## src/rtl/nukv_resp_pack.sv

```systemverilog
// nukv_resp_pack: packs a 64-bit word stream into LANES-wide lines with a one-entry output register.
// Optional NUKV_RESP_PACK_TIMEOUT_EN flushes a partial line after TIMEOUT_CYCLES idle cycles.
module nukv_resp_pack #(
    parameter int META_WIDTH = 64,
    parameter int LANES = 8,
    parameter int TIMEOUT_CYCLES = 64
) (
    input  logic                    clk,
    input  logic                    rst,
    input  logic [META_WIDTH+63:0]  input_data,
    input  logic                    input_valid,
    input  logic                    input_last,
    output logic                    input_ready,
    output logic [LANES*64-1:0]     output_data,
    output logic [META_WIDTH-1:0]   output_meta,
    output logic [3:0]              output_words,
    output logic                    output_valid,
    output logic                    output_last,
    input  logic                    output_ready,
    output logic [31:0]             lines_sent
);
    localparam int LW = LANES > 1 ? $clog2(LANES) : 1;
    localparam logic [3:0] LAST_IDX = 4'(LANES - 1);
    typedef enum logic {ST_EMPTY, ST_FILL} state_t;
    state_t state;
    logic [3:0] idx;
    logic [LW-1:0] lane;
    logic [LANES-1:0][63:0] acc, line;
    logic [META_WIDTH-1:0] meta, in_meta;
    logic [63:0] word;
    logic accept, close, flush;
    assign word = input_data[63:0];
    assign in_meta = input_data[META_WIDTH+63:64];
    assign lane = idx[LW-1:0];
    assign input_ready = !output_valid || output_ready;
    assign accept = input_valid && input_ready;
    assign close = accept && (idx == LAST_IDX || input_last);
    always_comb begin
        line = acc;
        line[lane] = word;
    end
`ifdef NUKV_RESP_PACK_TIMEOUT_EN
    localparam int TW = $clog2(TIMEOUT_CYCLES + 1);
    localparam logic [TW-1:0] TMAX = TW'(TIMEOUT_CYCLES);
    logic [TW-1:0] tcnt;
    // an accepted word always wins over a flush in the same cycle
    assign flush = state == ST_FILL && !accept && input_ready && tcnt == TMAX;
`else
    assign flush = 1'b0;
`endif
    always_ff @(posedge clk) begin
        if (rst) begin
            state <= ST_EMPTY;
            idx <= '0;
            acc <= '0;
            meta <= '0;
            output_data <= '0;
            output_meta <= '0;
            output_words <= '0;
            output_valid <= 1'b0;
            output_last <= 1'b0;
            lines_sent <= '0;
`ifdef NUKV_RESP_PACK_TIMEOUT_EN
            tcnt <= '0;
`endif
        end else begin
            if (output_valid && output_ready) begin
                output_valid <= 1'b0;
                lines_sent <= lines_sent + 32'd1;
            end
            if (close || flush) begin
                output_data <= close ? line : acc;
                output_meta <= state == ST_EMPTY ? in_meta : meta;
                output_words <= close ? idx + 4'd1 : idx;
                output_last <= close && input_last;
                output_valid <= 1'b1;
                acc <= '0;
                idx <= '0;
                state <= ST_EMPTY;
            end else if (accept) begin
                acc[lane] <= word;
                if (state == ST_EMPTY) meta <= in_meta;
                idx <= idx + 4'd1;
                state <= ST_FILL;
            end
`ifdef NUKV_RESP_PACK_TIMEOUT_EN
            tcnt <= (accept || flush || state == ST_EMPTY) ? '0 : (tcnt == TMAX ? tcnt : tcnt + 1'b1);
`endif
        end
    end
endmodule
```

## config.mk

```make
export PLATFORM = sky130hd
export DESIGN_NAME = nukv_resp_pack
export DESIGN_NICKNAME = d
export VERILOG_FILES = /design/src/rtl/nukv_resp_pack.sv
export SDC_FILE = /design/constraint.sdc
export NUM_CORES = 2
export LEC_CHECK = 0
export CORE_AREA = 2 2 300 302
export CTS_BUF_LIST = sky130_fd_sc_hd__clkbuf_4 sky130_fd_sc_hd__clkbuf_8
export DETAILED_ROUTE_END_ITERATION = 6
export DIE_AREA = 0 0 302 304
export DONT_BUFFER_PORTS = 1
export GPL_TIMING_DRIVEN = 0
export HOLD_SLACK_MARGIN = 0.15
export PLACE_DENSITY_LB_ADDON = 0.25
export SLEW_MARGIN = 20
export SYNTH_ARGS = -nofsm -noshare
export SYNTH_HDL_FRONTEND = slang
export SYNTH_SLANG_ARGS = --single-unit
```

## constraint.sdc

```tcl
create_clock -name clk -period 3.2 [get_ports clk]
set_clock_uncertainty 0.15 [all_clocks]
set_input_delay 0.64 -clock clk [delete_from_list [all_inputs] [get_ports clk]]
set_output_delay 0.64 -clock clk [all_outputs]
set_load 0.005 [all_outputs]
```

Word level (Yosys, flattened, before mapping)
Index checks and enable logic that the tools add are counted.
{ "totals": {"reg_bits": 1195, "inputBits": 133} }
{ "classes": {"addsub": 2, "reduce_logical": 11, "eq_ne": 1, "magnitude_cmp": 2, "bitwise": 1, "muxes": 6} }
{ "ops": {"columns": ["operator", "count"], "rows": [
  ["512-bit bitwise mux", 1],
  ["64-bit demux with 3-bit select", 1],
  ["64-bit two-way mux", 2],
  ["32-bit by 1-bit adder with 32-bit output (second input constant)", 1],
  ["1-bit logical AND", 5],
  ["4-bit by 1-bit adder with 4-bit output (second input constant)", 1],
  ["4-bit by 3-bit == test with 1-bit output (second input constant)", 1],
  ["3-bit by 4-bit < comparator with 1-bit output (second input constant)", 1],
  ["3-bit by 1-bit greater-or-equal comparator with 1-bit output (second input constant)", 1],
  ["1-bit logical OR", 2],
  ["1-bit two-way mux", 2],
  ["2-bit AND reduction", 1],
  ["2-bit nonzero test", 1],
  ["2-bit OR reduction", 1],
  ["1-bit logical NOT", 1],
  ["1-bit inverter", 1]
]} }

Logic depth before layout (Yosys ltp)
{ "depth": {"depth_word": 6, "depth_mapped": 10, "depth_no_buf": 5} }

Worst setup path before layout
Ideal clock, no wire load.
{ "synth_path": {"path_type": "input port to flip-flop", "start": "in input_valid", "end": "reg meta[10]", "required_time_ps": 2918, "arrival_time_ps": 1902, "stages": 7, "path_slack_ps": 1016, "setup_ps": 132, "path_buffers": 3, "path_cell_list": "buf_2 clkinv_1 or3_1 clkbuf_1 clkbuf_1 o21ai_0 a21oi_1"} }
{ "synth_between": {"elab_chain_len": 4} }
{ "synth_lines": {"columns": ["element", "line_no", "source"], "rows": [
  ["start, declared", "11", "input logic input_valid,"],
  ["1-bit logical AND (*)", "36", "assign accept = input_valid && input_ready;"],
  ["1-bit logical AND", "37", "assign close = accept && (idx == LAST_IDX || input_last);"],
  ["1-bit inverter (no line)", null, null],
  ["2-bit AND reduction (no line) (*)", null, null],
  ["end signal, assigned", "82", "if (state == ST_EMPTY) meta <= in_meta;"],
  ["end, declared", "29", "logic [META_WIDTH-1:0] meta, in_meta;"]
]} }
Every way passes the cells marked *; elsewhere a longest branch is shown, timed or not.
A chain may end at the register's enable or synchronous reset.

Worst setup path in the final report
{ "layout_path": {"start": "reg idx[2]", "end": "reg output_data[204]"} }
{ "layout_between": {"elab_chain_len": 5, "word_cells_on_any_way": 9, "classes_between": "order compare (2); eq/ne (1); mux (3); reduce/logical (3)"} }
{ "layout_lines": {"columns": ["element", "line_no", "source"], "rows": [
  ["start, declared", "26", "logic [3:0] idx;"],
  ["start signal, assigned", "83", "idx <= idx + 4'd1;"],
  ["3-bit by 4-bit < comparator with 1-bit output (implied by the code) / 3-bit by 1-bit greater-or-equal comparator with 1-bit output (equally long branches)", "40", "line[lane] = word;"],
  ["1-bit logical AND (implied by the code)", "40", null],
  ["64-bit two-way mux (implied by the code)", "40", null],
  ["64-bit demux with 3-bit select", "40", null],
  ["512-bit bitwise mux", "40", null],
  ["end signal, assigned", "72", "output_data <= close ? line : acc;"],
  ["end, declared", "14", "output logic [LANES*64-1:0] output_data,"]
]} }
Several ways; a longest one is shown, not always the timed one.

==> impl_metrics.yaml <==
yosys:
  syn-cell-area_mm2: 0.0456
  synth_top_area_share_pct: 52.5
  synthesis.nets: 4948
  ys_seq_area_share_pct: 52.5
  syn_avg_cell_area_um2: 9.47
  synthTopCellsByArea: "dfxtp_1, mux2i_1, o2bb2ai_1"
  synth_edf_count: 0
  synth_flop_cell: "dfxtp_1"
  synth-warning-count: 0
  synthesis.instances: 4813
  ys_async_sr_fraction_pct: 0
  yosys.area.top_type: "dfxtp_1"
  synth-seq-cells: 1195
  synth_cell_type_count: 41
finish:
  syn_to_final_growth_pct: 15.6
  layout.cells.non_filler: 6482
  nFillCells: 7741
  multi_input_area_mm2: 0.0196
  register_area_mm2: 0.0239
  num-nets-final: 5278
  drive_gt1_share_pct: 10.7
critical_path:
  worst-path-buf-inv: 3
  crit_family: "buffers and inverters"
  reg2reg_from: "idx[2]$_SDFFE_PP0P_"
  cp_cell_sequence: "buf_4 -> nand3b_1 -> buf_2 -> clkbuf_1 -> mux2i_1 -> o2bb2ai_1"
  startpoint: "idx[2]$_SDFFE_PP0P_"
  r2r_setup_slack_ns: 0.09
  cp.arrival_ns: 3.70
  crit_end: "output_data[204]$_SDFFE_PP0P_"
  worstSetupStartpointType: "flop"
  crit_path_max_incr_delay_ns: 0.73
  setup.worst_path.class: "flop to flop"
  timing.rr.end: "output_data[204]$_SDFFE_PP0P_"
  reg2regPathDepth: 6
  cp_max_fo: 10
  crit_cells: 6
  end_kind: "flop"
  cp_slowest_cell: "clkbuf_1"
  worstPathRequired_ns: 3.79
clocking:
  clock_path_buffers: 3
  post_cts_buffers: 0
  cts_buffers: 189
  clock_latency_ns: 0.90
  clk_pin_slew_ns: 0.06
  cts_tree: "yes"
  cts.sinks: 1195
  cts-root-buf: "clkbuf_8"
  cts_max_level: 4
grt:
  grt_pass1_vias: 36700
  grt_usage_pct: 36.7
  grt_pass1_wl_um: 250000
  grt_overflow: 0
  grt_max_degree: 17
  antenna_found_initial: 15
power:
  ir_drop_v: 0.000408
  p_sw_mw: 8.25
  leakagePower_nw: 18.6
  powerDensity_mw_per_mm2: 602
  p_seq_share_pct: 48.4
  p_sw_share_pct: 26.0
  p_clk_share_pct: 44.3
  intPower_mw: 23.5
  power_frac_comb_pct: 7.3
sta:
  slew_viol_final: 0
  setup_viol: 0
  slew_headroom_pct: 19.7
  finalSetupTns_ns: 0
  hold_viol_final: 0
  finalWorstSetupSlack_ns: 0.0949
  fin_crit_ns: 3.11
  fmax_mhz: 322
  tightest_slew_ns: 1.20
  grt_setup_unrepaired: "true"
  period_share_pct: 97.0
route:
  avgRoutedWirePerCell_um: 26.8
  vias_per_cell: 5.99
  drt_wl_total_um: 174000
  drt_pass1_iterations: 6
  vias: 38800
  first_iter_violations: 3957
  final_antenna_net_count: 0
  drc: 0
floorplanning:
  die_height_um: 304
  io_pins: 748
  core_mm2: 0.0890
  fp-row-count: 110
  chipWidth_um: 302
  start_util_pct: 51.2
  dieArea_mm2: 0.0918
job:
  max_cap_violations: 0
placed_design:
  placed_cells: 5992
  place.gp.congestion: 0.931
  dp_hpwl_um: 121000
  dp_worst_setup_slack_ns: -0.230
  io_buffers: 0
run_status:
  status: "complete, no violations"
worst_hold_path:
  hold_class: "primary input to flop"
## how the worst min path moves through the flow
stage | end | from | slack [ns] | cells past startpoint
after floorplan | acc[0]$_SDFFE_PP0P_ | acc[0]$_SDFFE_PP0P_ | 0.28 | 2
after global placement | acc[261]$_SDFFE_PP0P_ | acc[261]$_SDFFE_PP0P_ | 0.29 | 2
after detailed placement | acc[283]$_SDFFE_PP0P_ | acc[283]$_SDFFE_PP0P_ | 0.30 | 2
after CTS | acc[385]$_SDFFE_PP0P_ | output_ready | 0.21 | 5
after global routing | acc[385]$_SDFFE_PP0P_ | output_ready | 0.31 | 5
final | acc[385]$_SDFFE_PP0P_ | output_ready | 0.27 | 5
## flip-flops by register name, indices dropped and copies added (netlist names)
name / cells
output_meta: 64
output_data: 512
output_valid: 1
meta: 64
acc: 512
output_last: 1
idx: 4
lines_sent: 32
state: 1
output_words: 4
## worst reg2reg max path: stages, from the launching register on
cell and delay [ns]:
dfxtp_1 0.33, buf_4 0.17, nand3b_1 0.21, buf_2 0.54
clkbuf_1 0.74, mux2i_1 0.71, o2bb2ai_1 0.12
## cells by family (layout without fill, tap and decap cells)
group	after synthesis	after routing	share of synthesized area, %
buf+inv	482	964	4.62
simple gates	1273	1273	11.3
xor+xnor	14	14	0.269
mux	578	578	12.7
flops	1195	1195	52.5
other cells	0	11	0
fa+ha+maj	2	2	0.0549
compound gates	1269	1269	18.6
## final cells by class
cell class	instances	area share [%]
repair buffers	139	2.67
multi-input cells	3136	37.2
clock buffers	292	6.96
inverters	6	0.0427
diodes	11	0.0522
flip-flops and latches	1195	45.4
clock inverters	51	0.862
well taps	1176	2.79
plain buffers	476	4.04
## per-layer routing
| metal | GRT usage, % | wire length (µm) |
|---|---|---|
| met5 | 0 | 46 |
| met1 | 45.3 | 67400 |
| met2 | 56.9 | 78100 |
| met3 | 11.1 | 17700 |
| met4 | 20.8 | 10600 |
## per-stage QoR
stage	cell area, µm²	power, mW	hold slack, ns	utilization (%)
2_1_floorplan	45600	16.9	0.285	-
3_3_place_gp	47100	17.6	0.290	52.9
3_5_place_dp	47100	17.7	0.296	52.9
4_1_cts	52600	31.7	0.212	59.1
5_1_grt	52700	32.6	0.314	59.2
6_report	52700	31.7	0.270	59.2
## power by group through the flow
stage	Clock, mW	Sequential (mW)	Combinational (mW)
3_3_place_gp	0	15.7	1.97
2_1_floorplan	0	15.6	1.29
3_5_place_dp	0	15.7	1.99
4_1_cts	14.1	15.3	2.27
5_1_grt	14.8	15.4	2.45
6_report	14.1	15.3	2.33
## cell usage after synthesis (all sizes together) (5+ instances only)
library cell,instances
dfxtp,1195
nand2,1038
a21oi,602
mux2i,578
o2bb2ai,512
clkbuf,250
buf,226
nor2,84
nand3,81
o21ai,73
a211oi,66
or4,14
o31ai,13
or3,13
nand4,10
and4,8
nor3,7
xnor2,7
xor2,7
and3,6
inv,5
## cell usage in the layout, fill, tap and decap left out, types with 21 or more instances in the layout
cell type and count:
buf_4 22, o2bb2ai_1 512, mux2i_1 578, dlygate4sd3_1 136, buf_2 177, a211oi_1 66
buf_1 21, dfxtp_1 1195, o21ai_0 73, nand2_1 1038, clkinv_2 31, nand3_1 77
clkbuf_8 236, a21oi_1 602, nor2_1 83, clkbuf_1 247, clkbuf_4 59
## what timing repair did
item                                    in CTS  in global routing
resized for setup                           11                  5
endpoints found under the setup margin     327                 89
endpoints found under the hold margin     1076                  0
hold buffers                               136                  0
Note: power is estimated with default switching activity, not from simulation.
